### config.mk
export PLATFORM = sky130hd
export DESIGN_NAME = instr_fetch_unit_mod
export DESIGN_NICKNAME = d
export VERILOG_FILES = /design/src/rtl/instr_fetch_unit_mod.sv
export SDC_FILE = /design/constraint.sdc
export NUM_CORES = 1
export LEC_CHECK = 0
export CAP_MARGIN = 25
export CORE_UTILIZATION = 57
export DETAILED_ROUTE_END_ITERATION = 10
export GPL_TIMING_DRIVEN = 1
export PLACE_DENSITY = 0.86
export SKIP_CTS_REPAIR_TIMING = 1
export SLEW_MARGIN = 25
export SYNTH_ARGS = -nofsm -noshare
export SYNTH_HDL_FRONTEND = slang
export SYNTH_SLANG_ARGS = --single-unit
### constraint.sdc
create_clock -name clk -period 5.3 [get_ports clk]
set_input_delay 1.59 -clock clk [delete_from_list [all_inputs] [get_ports clk]]
set_output_delay 1.59 -clock clk [all_outputs]
set_load 0.01 [all_outputs]
### src/rtl/instr_fetch_unit_mod.sv
// Instruction fetch front end: credit-limited imem requests feed a small prefetch FIFO whose
// head is shown to the control unit, with redirect/flush, misaligned-target and halt handling.
module instr_fetch_unit_mod #(
  parameter int unsigned DEPTH    = 4,
  parameter logic [31:0] RESET_PC = 32'h0000_0000
) (
  input  logic        clk,
  input  logic        rst_n,
  output logic        imem_req_o,
  output logic [31:0] imem_addr_o,
  input  logic        imem_gnt_i,
  input  logic        imem_rvalid_i,
  input  logic [31:0] imem_rdata_i,
  output logic        instr_valid_o,
  output logic [31:0] instr_o,
  output logic [1:0]  T_o,
  output logic [2:0]  OPC_o,
  output logic [31:0] pc_o,
  output logic [31:0] pc_plus4_o,
  output logic [1:0]  pc_bits_o,
  input  logic        decode_ready_i,
  input  logic [1:0]  pc_sel_i,
  input  logic [31:0] alu_result_i,
  output logic        halted_o
);
  localparam int unsigned AW  = $clog2(DEPTH);
  localparam int unsigned CW  = AW + 1;
  localparam int unsigned CW1 = CW + 1;
  localparam logic [31:0]   NOP     = 32'hF800_0000;
  localparam logic [CW1-1:0] DEPTH_C = CW1'(DEPTH);
  localparam logic [1:0] SEL_SEQ  = 2'd0;
  localparam logic [1:0] SEL_REL  = 2'd1;
  localparam logic [1:0] SEL_ABS  = 2'd2;
  localparam logic [1:0] SEL_HOLD = 2'd3;

  logic [31:0]   r_fifo_instr [DEPTH];
  logic [31:0]   r_fifo_pc    [DEPTH];
  logic [AW-1:0] r_wptr;
  logic [AW-1:0] r_rptr;
  logic [CW-1:0] r_count;
  logic [CW-1:0] r_outstanding;
  logic [CW-1:0] r_drop;
  logic [31:0]   r_fpc;
  logic [31:0]   r_rpc;
  logic          r_halted;
  logic          r_misalign;
  logic          r_run;

  logic          w_valid;
  logic          w_consume;
  logic          w_pop;
  logic          w_redirect;
  logic          w_halt;
  logic          w_misal;
  logic          w_credit;
  logic          w_fire;
  logic          w_keep;
  logic          w_push;
  logic          w_wr_en;
  logic [AW-1:0] w_wr_idx;
  logic [31:0]   w_wr_data;
  logic [31:0]   w_wr_pc;
  logic [31:0]   w_head_instr;
  logic [31:0]   w_head_pc;
  logic [31:0]   w_target;
  logic [CW-1:0] w_out_next;

  // Head of queue and control-unit handshake
  assign w_head_instr = r_fifo_instr[r_rptr];
  assign w_head_pc    = r_fifo_pc[r_rptr];
  assign w_valid      = (r_count != '0);
  assign w_consume    = w_valid & decode_ready_i & ~r_halted;
  assign w_pop        = w_consume & (pc_sel_i != SEL_HOLD);
  assign w_redirect   = w_consume & ((pc_sel_i == SEL_REL) | (pc_sel_i == SEL_ABS));
  assign w_halt       = w_consume & (pc_sel_i == SEL_HOLD);
  assign w_target     = (pc_sel_i == SEL_REL) ? (w_head_pc + alu_result_i) : alu_result_i;
  assign w_misal      = (w_target[1:0] != 2'b00);

  // Request side: a request is only issued when a FIFO slot is guaranteed for its response
  assign w_credit    = ({1'b0, r_count} + {1'b0, r_outstanding}) < DEPTH_C;
  assign imem_req_o  = r_run & ~r_halted & ~r_misalign & w_credit & ~w_redirect;
  assign imem_addr_o = r_fpc;
  assign w_fire      = imem_req_o & imem_gnt_i;

  // Response side
  assign w_keep     = imem_rvalid_i & (r_drop == '0);
  assign w_push     = w_keep & ~r_halted & ~w_redirect;
  assign w_out_next = r_outstanding + CW'(w_fire) - CW'(imem_rvalid_i);

  // A misaligned redirect writes a NOP pseudo-entry into the freshly flushed slot 0
  assign w_wr_en   = w_push | (w_redirect & w_misal);
  assign w_wr_idx  = w_redirect ? '0 : r_wptr;
  assign w_wr_data = w_redirect ? NOP : imem_rdata_i;
  assign w_wr_pc   = w_redirect ? w_target : r_rpc;

  always_ff @(posedge clk or negedge rst_n) begin
    if (!rst_n) begin
      r_fpc         <= RESET_PC;
      r_rpc         <= RESET_PC;
      r_wptr        <= '0;
      r_rptr        <= '0;
      r_count       <= '0;
      r_outstanding <= '0;
      r_drop        <= '0;
      r_halted      <= 1'b0;
      r_misalign    <= 1'b0;
      r_run         <= 1'b0;
    end else begin
      r_run         <= 1'b1;
      r_outstanding <= w_out_next;
      if (w_fire)
        r_fpc <= r_fpc + 32'd4;
      if (w_keep)
        r_rpc <= r_rpc + 32'd4;
      if (imem_rvalid_i && (r_drop != '0))
        r_drop <= r_drop - CW'(1);
      if (w_halt)
        r_halted <= 1'b1;
      if (w_redirect) begin
        // Everything still in flight after this edge belongs to the old path
        r_fpc      <= w_target;
        r_rpc      <= w_target;
        r_drop     <= w_out_next;
        r_misalign <= w_misal;
        r_rptr     <= '0;
        r_wptr     <= w_misal ? AW'(1) : '0;
        r_count    <= w_misal ? CW'(1) : '0;
      end else begin
        r_rptr  <= r_rptr + AW'(w_pop);
        r_wptr  <= r_wptr + AW'(w_push);
        r_count <= r_count + CW'(w_push) - CW'(w_pop);
      end
    end
  end

  always_ff @(posedge clk) begin
    if (w_wr_en) begin
      r_fifo_instr[w_wr_idx] <= w_wr_data;
      r_fifo_pc[w_wr_idx]    <= w_wr_pc;
    end
  end

  // Presentation to the control unit
  assign instr_valid_o = w_valid;
  assign instr_o       = w_valid ? w_head_instr : NOP;
  assign pc_o          = w_valid ? w_head_pc : r_fpc;
  assign pc_plus4_o    = pc_o + 32'd4;
  assign pc_bits_o     = pc_o[1:0];
  assign T_o           = instr_o[31:30];
  assign OPC_o         = instr_o[29:27];
  assign halted_o      = r_halted;

endmodule

* Word-level counts from Yosys, hierarchy flattened
Memories as Yosys holds them, arrays and structs flattened. Index checks and enable logic that the tools add are counted. Widths: inputs -> output; s select.
Word-level totals: register bits 80, memory bits (writable) 256, word-level logic and storage cells 75, memories 2
Operators by class: $add $sub $neg 12, magnitude comparators 1, equality and inequality tests 4, multiplexer cells 19, bitwise logic cells 19, reductions and logical operators 8
Memory list:
- r_fifo_instr | words 4, width 32, rd ports 1, clocked after memory_dff 0, wr ports 1, RTL line 36 | logic [31:0] r_fifo_instr [DEPTH];
- r_fifo_pc | words 4, width 32, rd ports 1, clocked after memory_dff 0, wr ports 1, RTL line 37 | logic [31:0] r_fifo_pc [DEPTH];
Operators with widths (count):
- $mux 32 | 9
- $add 32x3->32 const B | 3
- $add 32x32->32 | 1
- $and 1x1->1 | 14
- $mux 3 | 3
- $reduce_bool 2->1 | 4
- $add 3x1->3 | 2
- $mux 2 | 3
- $reduce_bool 3->1 | 2
- $sub 3x1->3 | 2
- $add 2x1->2 | 2
- $add 3x3->4 | 1
- $eq 2x2->1 const B | 2
- $lt 4x3->1 const B | 1
- $mux 1 | 4
- $logic_not 3->1 | 1
- $not 1->1 | 3
- $sub 3x1->3 const B | 1
- $eq 2x1->1 const B | 1
- $ne 2x2->1 const B | 1
- $or 1x1->1 | 2
- $logic_and 1x1->1 | 1

* Logic depth before layout (Yosys ltp)
Gate-level depths: netlist of the first run.
depth after elaboration 10, mapped depth 17

* Worst setup path after synthesis of the first run
Ideal clock, no wire load.
path kind input to register, start in pc_sel_i[1], end mem r_fifo_instr[1][0], enable pin, data arrival time 5.200 ns, required time 4.814 ns, setup slack -0.386 ns, stages 7, path through inv_1 > ha_1 > inv_1 > a31o_2 > nor2_1 > nand2_1 > nor2_1
On the way: longest elaborated chain between the ends 8, elaborated cells between the ends (all ways) 13, classes of those cells eq/ne (2); mux (4); bitwise (6); reduce/logical (1)
Ends and longest elaborated chain:
- from (decl) | RTL line 22 | input logic [1:0] pc_sel_i,
- $eq 2x1->1 / $eq 2x2->1 (equally long branches) | RTL line 74, 76
- $or 1x1->1 | RTL line 74 | assign w_redirect = w_consume & ((pc_sel_i == SEL_REL) | (pc_sel_i == SEL_ABS));
- $and 1x1->1 | RTL line 74
- $not 1->1 | RTL line 87 | assign w_push = w_keep & ~r_halted & ~w_redirect;
- $and 1x1->1 | RTL line 87
- $or 1x1->1 | RTL line 91 | assign w_wr_en = w_push | (w_redirect & w_misal);
- $mux 1 | RTL line 137 | if (w_wr_en) begin
- $mux 1 (implied by the code) | RTL line 138 | r_fifo_instr[w_wr_idx] <= w_wr_data;
- to (decl) | RTL line 36
Several ways; a longest one is shown, not always the timed one.

* Worst setup path after layout of the first run
start reg r_rptr[0], end out pc_plus4_o[22]
On the way: longest elaborated chain between the ends 3
Ends and longest elaborated chain:
- from (decl) | RTL line 39 | logic [AW-1:0] r_rptr;
- from (signal assigned) | RTL line 129 | r_rptr <= r_rptr + AW'(w_pop);
- $mem_v2 4x32
- $mux 32 | RTL line 146 | assign pc_o = w_valid ? w_head_pc : r_fpc;
- $add 32x3->32 | RTL line 147 | assign pc_plus4_o = pc_o + 32'd4;
- to (decl) | RTL line 19 | output logic [31:0] pc_plus4_o,
Every way passes these cells.

==> metrics.yaml, run 1 <==
clock_tree:
  cts_tree: "built"
  cts_root_buffer: "sky130_fd_sc_hd__clkbuf_16"
  clock_latency_ns: 0.52
  worst_setup_hold_path_clk_slew_ns: 0.06
  clock_tree.htree_level_count: 2
  clkSinkCount: 336
  clock_tree.buffer_depth: 3
  tritoncts.num_buffers: 36
worst_setup_path:
  worst_ep_required_time_ns: 3.71
  critPathLaunchType: "register"
  critical_path_cell_count: 11
  cp_max_fo: 11
  critical_path_arrival_ns: 3.69
  setup.reg_to_reg.worst_slack_ns: 0.50
  ff2ff_path_depth: 13
  cp-end-kind: "output port"
  critical_path_buf_inv_count: 3
  critical_path.cell_chain: "mux4_2 > mux2i_1 > inv_1 > ha_1 > nand3_1 > a21o_1 > or2_4 > buf_4 > nand2b_1 > xnor2_1 > clkdlybuf4s50_1"
  timing.rr.start: "r_rptr[0]$_DFF_PN0_"
  crit_slowest_cell: "sky130_fd_sc_hd__mux4_2"
  timing.critical_path.max_delay_family: "multiplexers"
  reg2reg_to: "r_fifo_pc[0][28]$_DFFE_PP_"
  worst-setup-path-type: "register to output port"
  largest_stage_delay_on_the_critical_path_ns: 0.61
sta:
  final_min_period_over_clock_period: 0.997
  timing.fmax_mhz: 189
  tightestPinTransition_ns: 0.824
  period_minus_slack_ns: 5.28
  final.setup_skew_ns: 0.0239
  finalHoldViolCount: 0
  setup-tns-final_ns: 0
  timing.max_slew.rel_slack: 0.444
  slew_viol_final: 0
  unrepaired_setup_endpoints_after_global_routing: "yes"
  setup_viol_count_final: 0
route:
  detailed_router_iteration_count_before_antenna_repair: 7
  drt-total-wl_um: 45200
  route.vias.total: 13100
  detailedRoute.firstIterationViolations: 1436
  wire_per_inst_um: 21.5
  via_per_inst: 6.21
  drc: 0
  antenna_violating_nets_post_route: 0
floorplan:
  die_width_um: 178
  core.rowCount: 64
  die_height_um: 178
  fp.coreArea_um2: 30600
  initial_standard_cell_utilization_of_the_core: 0.579
  io_pins: 209
  die-area_um2: 31800
job:
  timing.max_cap.violations: 0
grt:
  overall_fraction_of_global_route_tracks_in_use: 0.285
  grt-ovfl-total: 0
  first_global_vias: 12600
  grt_start_max_net_pins: 81
  grt_first_pass_wirelength_um: 69100
  antenna_found_initial: 0
min_path:
  timing.hold.worst.class: "register to register"
  min_path_cells: 1
  worstHoldEndpoint: "r_rpc[1]$_DFFE_PN0P_"
  worst_min_delay_path_startpoint: "r_rpc[1]$_DFFE_PN0P_"
yosys:
  average_cell_area_after_synthesis_um2: 12.0
  synth_largest_area_cell: "sky130_fd_sc_hd__edfxtp_1"
  synthFlopType: "sky130_fd_sc_hd__edfxtp_1"
  yosysTopAreaCellShare: 0.434
  syn-instance-count: 1470
  sequential_cell_area_fraction_in_the_yosys_report: 0.547
  synth-warning-count: 0
  synth_seq_cells: 336
  synthTopCellsByArea: "sky130_fd_sc_hd__edfxtp_1 (43%), sky130_fd_sc_hd__dfrtp_1 (11%), sky130_fd_sc_hd__mux4_2 (7.1%)"
  synth.distinct_cells: 84
  asyncSetResetFlopFracSynth: 0.238
  synth.cell_area_um2: 17700
  edff_count_synth: 256
  mapped_nets: 1590
power:
  p_sw_mw: 4.13
  worst_ir_drop_vdd_mv: 0.329
  power_report.internal_total_mw: 7.41
  power-per-cell-area_nw_per_um2: 535
  share_comb_of_total_power: 0.469
  seq_power_share: 0.319
  share_clk_of_total_power: 0.212
  sw_frac_of_total: 0.358
  p_leak_nw: 7.99
finish:
  postLayoutCellArea_um2: 21600
  antennaDiodeCount: 0
  final_nets: 1803
  drive_gt1_frac: 0.122
  area_growth_pct: 21.9
run_status:
  outcome: "finished, final reports clean"
place:
  portBuffers: 208
  place_area_um2: 20300
  routability_congestion_estimate_from_global_placement: 0.984
  place.detailed.hpwl_um: 30400
## worst max-delay path by stage
stage	endpoint	slack, ns	startpoint
2_1_floorplan	pc_plus4_o[30]	0.03	r_count[1]$_DFF_PN0_
3_3_place_gp	r_fifo_pc[2][28]$_DFFE_PP_	0.15	alu_result_i[0]
3_5_place_dp	r_fifo_pc[2][28]$_DFFE_PP_	0.05	alu_result_i[0]
4_1_cts	pc_plus4_o[31]	-0.21	r_rptr[0]$_DFF_PN0_
5_1_grt	pc_plus4_o[22]	-0.15	r_rptr[0]$_DFF_PN0_
6_report	pc_plus4_o[22]	0.02	r_rptr[0]$_DFF_PN0_
## flip-flops by register name (all words and copies together) (netlist names)
signal	count
r_count	3
r_rpc	32
r_fifo_instr	128
halted_o	1
r_misalign	1
r_wptr	2
r_run	1
r_rptr	2
imem_addr_o	32
r_outstanding	3
r_drop	3
r_fifo_pc	128
## cells in the mapped netlist (4+ instances only)
cell / n
sky130_fd_sc_hd__a211oi_1: 11
sky130_fd_sc_hd__a21boi_0: 6
sky130_fd_sc_hd__a21o_1: 30
sky130_fd_sc_hd__a21oi_1: 86
sky130_fd_sc_hd__a31o_2: 5
sky130_fd_sc_hd__a31oi_1: 12
sky130_fd_sc_hd__and2_1: 59
sky130_fd_sc_hd__and3_1: 23
sky130_fd_sc_hd__and4_1: 4
sky130_fd_sc_hd__buf_1: 12
sky130_fd_sc_hd__buf_2: 6
sky130_fd_sc_hd__buf_4: 12
sky130_fd_sc_hd__clkbuf_1: 48
sky130_fd_sc_hd__dfrtp_1: 80
sky130_fd_sc_hd__edfxtp_1: 256
sky130_fd_sc_hd__ha_1: 46
sky130_fd_sc_hd__inv_1: 35
sky130_fd_sc_hd__mux2i_1: 16
sky130_fd_sc_hd__mux4_1: 8
sky130_fd_sc_hd__mux4_2: 56
sky130_fd_sc_hd__nand2_1: 138
sky130_fd_sc_hd__nand2b_1: 15
sky130_fd_sc_hd__nand3_1: 68
sky130_fd_sc_hd__nand4_1: 27
sky130_fd_sc_hd__nor2_1: 110
sky130_fd_sc_hd__nor2b_1: 14
sky130_fd_sc_hd__nor3_1: 21
sky130_fd_sc_hd__nor3b_1: 6
sky130_fd_sc_hd__nor4_1: 4
sky130_fd_sc_hd__o211ai_1: 8
sky130_fd_sc_hd__o21a_1: 14
sky130_fd_sc_hd__o21ai_0: 42
sky130_fd_sc_hd__o21bai_1: 6
sky130_fd_sc_hd__o22a_1: 10
sky130_fd_sc_hd__o22ai_1: 4
sky130_fd_sc_hd__or2_2: 8
sky130_fd_sc_hd__or3_1: 10
sky130_fd_sc_hd__xnor2_1: 45
sky130_fd_sc_hd__xor2_1: 42
## worst register-to-register path: stages, from the launching register on
cell                        delay [ns]
sky130_fd_sc_hd__dfrtp_4          0.55
sky130_fd_sc_hd__buf_4            0.48
sky130_fd_sc_hd__mux4_2           0.36
sky130_fd_sc_hd__ha_1             0.18
sky130_fd_sc_hd__inv_1            0.06
sky130_fd_sc_hd__fa_1             0.40
sky130_fd_sc_hd__nor2b_1          0.18
sky130_fd_sc_hd__o2111ai_1        0.18
sky130_fd_sc_hd__a211o_1          0.39
sky130_fd_sc_hd__a311oi_1         0.34
sky130_fd_sc_hd__o21ai_0          0.27
sky130_fd_sc_hd__and4b_1          0.27
sky130_fd_sc_hd__nor4_1           0.48
sky130_fd_sc_hd__o21ai_0          0.35
## cell families after synthesis
family,synth area share
flops,0.547
compound gates,0.0972
mux,0.0934
xor+xnor,0.0430
fa+ha+maj,0.0359
buf+inv,0.0309
other cells,0.000212
simple gates,0.152
## layout make-up
cell class / count / area (µm²)
repair buffers: 258 / 2580
flip-flops and latches: 336 / 9690
inverters: 37 / 139
well taps: 396 / 495
clock buffers: 48 / 977
clock inverters: 16 / 161
fillers: 2010 / 9000
multi-input cells: 1014 / 7540
## metal layers
metal	routed length, µm	vias to the layer above	share of wire	global-route usage
li1	-	5902	-	-
met1	18600	6382	0.41	0.398
met2	21400	695	0.47	0.469
met3	4090	101	0.090	0.0377
met4	1160	0	0.026	0.0823
met5	0	-	0	0
## power groups by stage
stage	Combinational, mW	Clock, mW	Sequential (mW)
2_1_floorplan	3.22	0	3.63
4_1_cts	5.29	2.47	3.68
3_5_place_dp	5.24	0	3.72
3_3_place_gp	5.12	0	3.70
5_1_grt	5.86	2.57	3.72
6_report	5.42	2.44	3.68
## through the flow
step	total power, mW	instances	utilization	setup slack (ns)	hold slack (ns)
floorplan	6.85	1470	-	0.0300	0.445
CTS	11.4	2094	0.701	-0.207	0.493
finish	11.5	2105	0.706	0.0174	0.488
detailed placement	8.96	2030	0.664	0.0506	0.480
global placement	8.82	2030	0.663	0.148	0.462
global route	12.2	2105	0.706	-0.154	0.510
## cell usage in the layout, fill, tap and decap left out, types with 27 or more instances in the layout
master,n
sky130_fd_sc_hd__ha_1,45
sky130_fd_sc_hd__xor2_1,42
sky130_fd_sc_hd__a21oi_1,86
sky130_fd_sc_hd__a21o_1,30
sky130_fd_sc_hd__o21ai_0,42
sky130_fd_sc_hd__and2_1,59
sky130_fd_sc_hd__nand2_1,138
sky130_fd_sc_hd__xnor2_1,44
sky130_fd_sc_hd__nand3_1,67
sky130_fd_sc_hd__buf_4,40
sky130_fd_sc_hd__clkbuf_16,37
sky130_fd_sc_hd__clkdlybuf4s50_1,203
sky130_fd_sc_hd__mux4_2,59
sky130_fd_sc_hd__inv_1,35
sky130_fd_sc_hd__nor2_1,108
sky130_fd_sc_hd__edfxtp_1,256
sky130_fd_sc_hd__nand4_1,27
sky130_fd_sc_hd__dfrtp_1,78
(Power assumes the default switching activity.)
==> run 2: changes to the inputs <==
- SLEW_MARGIN: 25 -> 20
==> run 2 against run 1 <==
- highest routed layer unchanged
- largest cell class unchanged
- final area rose by 0.14%
- combinational power about the same
- total power fell by 0.20%
- global-route usage fell by 0.065 points
==> metrics.yaml, run 2 (synthesis results as in run 1) <==
sta:
  slew_viol_final: 0
  timing.max_slew.rel_slack: 0.414
  setup-tns-final_ns: 0
  timing.fmax_mhz: 190
  final_min_period_over_clock_period: 0.992
  unrepaired_setup_endpoints_after_global_routing: "yes"
  period_minus_slack_ns: 5.26
  setup_viol_count_final: 0
  final.setup_skew_ns: 0.0190
  finalHoldWorstSlack_ns: 0.494
  tightestPinTransition_ns: 0.868
  finalHoldViolCount: 0
grt:
  overall_fraction_of_global_route_tracks_in_use: 0.284
  grt-ovfl-total: 0
  first_global_vias: 12500
  antenna_found_initial: 0
  grt_start_max_net_pins: 77
  grt_first_pass_wirelength_um: 69000
clock_tree:
  tritoncts.num_buffers: 35
  clkSinkCount: 336
  worst_setup_hold_path_clk_slew_ns: 0.06
  clock_latency_ns: 0.52
  cts_root_buffer: "sky130_fd_sc_hd__clkbuf_16"
  cts_tree: "built"
  clock_tree.buffer_depth: 3
  clock_tree.htree_level_count: 2
finish:
  area_growth_pct: 22.1
  antennaDiodeCount: 0
  final_cell_mix: "sky130_fd_sc_hd__edfxtp_1 (256), sky130_fd_sc_hd__clkdlybuf4s50_1 (202), sky130_fd_sc_hd__nand2_1 (138), sky130_fd_sc_hd__nor2_1 (108), sky130_fd_sc_hd__a21oi_1 (86)"
  postLayoutCoreUtil: 0.707
  final_nets: 1801
  nFillCells: 2018
  layout_commonest_cell: "sky130_fd_sc_hd__edfxtp_1"
  drive_gt1_frac: 0.128
  registers_with_the_most_flip_flops: "r_fifo_instr (128), r_fifo_pc (128)"
power:
  worst_ir_drop_vdd_mv: 0.304
  p_leak_nw: 8.00
  power-per-cell-area_nw_per_um2: 533
  p_sw_mw: 4.16
  power_report.internal_total_mw: 7.36
  sw_frac_of_total: 0.361
  seq_power_share: 0.318
  share_comb_of_total_power: 0.473
  share_clk_of_total_power: 0.209
floorplan:
  die-area_um2: 31800
  die_height_um: 178
  fp.coreArea_um2: 30600
  io_pins: 209
  initial_standard_cell_utilization_of_the_core: 0.579
  die_width_um: 178
  core.rowCount: 64
worst_setup_path:
  critPathLaunchType: "register"
  setup.reg_to_reg.worst_slack_ns: 0.63
  ff2ff_path_depth: 14
  worst_ep_required_time_ns: 3.71
  cp_max_fo: 7
  reg2reg_to: "r_fifo_pc[1][28]$_DFFE_PP_"
  worst-setup-path-type: "register to output port"
  cp-end-kind: "output port"
  worstSetupStartpoint: "r_rptr[0]$_DFF_PN0_"
  timing.rr.start: "r_rptr[0]$_DFF_PN0_"
  critical_path_arrival_ns: 3.67
route:
  antenna_violating_nets_post_route: 0
  route.vias.total: 13200
  detailedRoute.firstIterationViolations: 1431
  met2_wirelength_um: 21500
  detailed_router_iteration_count_before_antenna_repair: 8
  drc: 0
  via_per_inst: 6.29
  top_signal_layer_used: "met4"
  post_route_m1_wl_um: 18500
  met3_length_um: 4030
  wire_per_inst_um: 21.4
  drt-total-wl_um: 45100
min_path:
  min_path_cells: 1
  worst_min_delay_path_startpoint: "r_rpc[1]$_DFFE_PN0P_"
  worstHoldEndpoint: "r_rpc[1]$_DFFE_PN0P_"
  timing.hold.worst.class: "register to register"
run_status:
  outcome: "finished, final reports clean"
place:
  routability_congestion_estimate_from_global_placement: 0.984
  place.detailed.hpwl_um: 30600
  portBuffers: 208
job:
  timing.max_cap.violations: 0
## run 2: how the worst max path moves through the flow
| stage | end | slack [ns] |
|---|---|---|
| after floorplan | pc_plus4_o[30] | 0.03 |
| after global placement | r_fifo_pc[2][28]$_DFFE_PP_ | 0.15 |
| after detailed placement | r_fifo_pc[2][28]$_DFFE_PP_ | 0.06 |
| after CTS | pc_plus4_o[31] | -0.21 |
| after global routing | pc_plus4_o[28] | -0.12 |
| final | pc_plus4_o[28] | 0.04 |
## run 2: critical path: stages, from the launching register on
cell                              delay, ns
sky130_fd_sc_hd__dfrtp_4               0.49
sky130_fd_sc_hd__buf_12                0.15
sky130_fd_sc_hd__buf_12                0.12
sky130_fd_sc_hd__mux4_2                0.42
sky130_fd_sc_hd__nand3_1               0.09
sky130_fd_sc_hd__o21ai_1               0.14
sky130_fd_sc_hd__nand3_1               0.16
sky130_fd_sc_hd__a21o_1                0.25
sky130_fd_sc_hd__or2_4                 0.30
sky130_fd_sc_hd__buf_4                 0.16
sky130_fd_sc_hd__nor3_2                0.18
sky130_fd_sc_hd__xor2_1                0.15
sky130_fd_sc_hd__clkdlybuf4s50_1       0.54
## run 2: layer usage
layer	GRT usage	vias up
met3	0.0371	89
met1	0.405	6506
met4	0.0784	0
met2	0.461	722
met5	0	-
li1	-	5906
## run 2: layout make-up
type                            instances  area (µm²)  area share
Sequential cell                       336        9700       0.449
Clock inverter                         22         190     0.00880
Clock buffer                           40         936      0.0433
Inverter                               37         141     0.00654
Timing Repair Buffer                  257        2610       0.121
Tap cell                              396         495      0.0229
Multi-Input combinational cell       1014        7550       0.349
## run 2: power by group through the flow
stage               Sequential [mW]  Combinational, mW  Clock (mW)
floorplan                      3.63               3.22           0
global route                   3.70               5.89        2.53
detailed placement             3.72               5.24           0
global placement               3.70               5.12           0
finish                         3.67               5.45        2.40
CTS                            3.67               5.28        2.43
## run 2: metrics by stage
stage | power, mW | setup slack (ns) | cell area, µm² | cells
after global routing | 12.1 | -0.117 | 21600 | 2102
after detailed placement | 8.96 | 0.0571 | 20300 | 2031
after floorplan | 6.85 | 0.0300 | 17700 | 1470
final | 11.5 | 0.0446 | 21600 | 2102
after global placement | 8.82 | 0.148 | 20300 | 2030
after CTS | 11.4 | -0.213 | 21400 | 2093
==> run 3: changes to the inputs <==
- GPL_ROUTABILITY_DRIVEN: unset -> 1
- SLEW_MARGIN: 20 -> 40
==> run 3 against run 2 <==
- first-iteration DRC count grew 0.63%
- core utilization shrank 0.094 points
- via count shrank 1.1%
- largest power group unchanged
- global-route usage grew 0.065 points
- clock skew grew 0.0035 ns
- register-to-register slack lost 0.19 ns
==> metrics.yaml, run 3 (synthesis results as in run 1) <==
run_status:
  outcome: "finished, final reports clean"
finish:
  final_nets: 1803
  antennaDiodeCount: 0
  fin_cells: 2105
  registers_with_the_most_flip_flops: "r_fifo_instr (128), r_fifo_pc (128)"
  drive_gt1_frac: 0.122
  area_growth_pct: 21.9
  layout_commonest_cell: "sky130_fd_sc_hd__edfxtp_1"
  final_cell_mix: "sky130_fd_sc_hd__edfxtp_1 (256), sky130_fd_sc_hd__clkdlybuf4s50_1 (203), sky130_fd_sc_hd__nand2_1 (138), sky130_fd_sc_hd__nor2_1 (108), sky130_fd_sc_hd__a21oi_1 (86)"
  nFillCells: 2010
route:
  antenna_violating_nets_post_route: 0
  wire_per_inst_um: 21.5
  route.vias.total: 13100
  detailed_router_iteration_count_before_antenna_repair: 6
  drc: 0
  via_per_inst: 6.21
  drt-total-wl_um: 45200
  detailedRoute.firstIterationViolations: 1440
floorplan:
  fp.coreArea_um2: 30600
  die_height_um: 178
  die-area_um2: 31800
  initial_standard_cell_utilization_of_the_core: 0.579
  die_width_um: 178
  io_pins: 209
  core.rowCount: 64
grt:
  grt-ovfl-total: 0
  first_global_vias: 12600
  grt_first_pass_wirelength_um: 69100
  antenna_found_initial: 0
  grt_start_max_net_pins: 81
  overall_fraction_of_global_route_tracks_in_use: 0.285
clock_tree:
  clkSinkCount: 336
  worst_setup_hold_path_clk_slew_ns: 0.06
  clock_latency_ns: 0.52
  cts_root_buffer: "sky130_fd_sc_hd__clkbuf_16"
  clock_tree.htree_level_count: 2
  cts_tree: "built"
  clock_tree.buffer_depth: 3
  tritoncts.num_buffers: 36
sta:
  final_min_period_over_clock_period: 0.997
  tightestPinTransition_ns: 0.792
  setup_viol_count_final: 0
  post-route-worst-setup-slack_ns: 0.0164
  setup-tns-final_ns: 0
  unrepaired_setup_endpoints_after_global_routing: "yes"
  finalHoldWorstSlack_ns: 0.488
  slew_viol_final: 0
  period_minus_slack_ns: 5.28
  final.setup_skew_ns: 0.0225
  timing.max_slew.rel_slack: 0.467
  timing.fmax_mhz: 189
  finalHoldViolCount: 0
place:
  place.detailed.hpwl_um: 30400
  placedCellCount: 2030
  portBuffers: 208
  worst_slack_placed_ns: 0.0506
  routability_congestion_estimate_from_global_placement: 0.984
worst_setup_path:
  worst_ep_required_time_ns: 3.71
  critical_path_arrival_ns: 3.69
  worst-setup-path-type: "register to output port"
  critPathLaunchType: "register"
  cp-end-kind: "output port"
  cp_max_fo: 11
min_path:
  timing.hold.worst.class: "register to register"
power:
  p_leak_nw: 7.99
  power-per-cell-area_nw_per_um2: 535
  worst_ir_drop_vdd_mv: 0.329
job:
  timing.max_cap.violations: 0
## run 3: where the power goes
group / switching, mW / total, mW / internal (mW)
combinational: 2.72 / 5.42 / 2.70
clock: 0.995 / 2.44 / 1.45
sequential: 0.415 / 3.68 / 3.27
total: 4.13 / 11.5 / 7.41
## run 3: metrics by stage
stage,total power [mW],instance area [µm²],utilization
floorplan,6.85,17700,-
global placement,8.82,20300,0.663
detailed placement,8.96,20300,0.664
CTS,11.4,21400,0.701
global route,12.2,21600,0.706
finish,11.5,21600,0.706
## run 3: critical path, cell delays in order, from the launching register on
cell and delay, ns:
sky130_fd_sc_hd__dfrtp_4 0.55, sky130_fd_sc_hd__mux4_2 0.60, sky130_fd_sc_hd__mux2i_1 0.25, sky130_fd_sc_hd__inv_1 0.09, sky130_fd_sc_hd__ha_1 0.24, sky130_fd_sc_hd__nand3_1 0.12
sky130_fd_sc_hd__a21o_1 0.20, sky130_fd_sc_hd__or2_4 0.18, sky130_fd_sc_hd__buf_4 0.13, sky130_fd_sc_hd__nand2b_1 0.12, sky130_fd_sc_hd__xnor2_1 0.13, sky130_fd_sc_hd__clkdlybuf4s50_1 0.56
## run 3: area by class of cell
cell class              count  area [µm²]  area share
well taps                 396         495      0.0229
inverters                  37         139     0.00643
clock inverters            16         161     0.00748
multi-input cells        1014        7540       0.349
flip-flops and latches    336        9690       0.449
clock buffers              48         977      0.0453
repair buffers            258        2590       0.120
## run 3: worst paths after layout
| check | start | to | slack [ns] | depth (start not counted) |
|---|---|---|---|---|
| worst max-delay path | r_rptr[0]$_DFF_PN0_ | pc_plus4_o[22] | 0.02 | 11 |
| worst min-delay path | r_rpc[1]$_DFFE_PN0P_ | r_rpc[1]$_DFFE_PN0P_ | 0.49 | 1 |
| worst max register to register | r_rptr[0]$_DFF_PN0_ | r_fifo_pc[0][28]$_DFFE_PP_ | 0.44 | 13 |
| worst min register to register | r_rpc[1]$_DFFE_PN0P_ | r_rpc[1]$_DFFE_PN0P_ | 0.49 | 1 |
| max in group asynchronous | rst_n | r_rptr[0]$_DFF_PN0_ | 3.67 | 1 |
| min in group asynchronous | rst_n | r_rpc[1]$_DFFE_PN0P_ | 1.12 | 1 |
## run 3: layer usage
metal / up-vias / share of wire / track usage / wire [µm]
met5: - / 0 / 0 / 0
met4: 0 / 0.026 / 0.0823 / 1160
met3: 99 / 0.090 / 0.0377 / 4070
met2: 711 / 0.47 / 0.469 / 21400
met1: 6359 / 0.41 / 0.398 / 18500
li1: 5902 / - / - / -
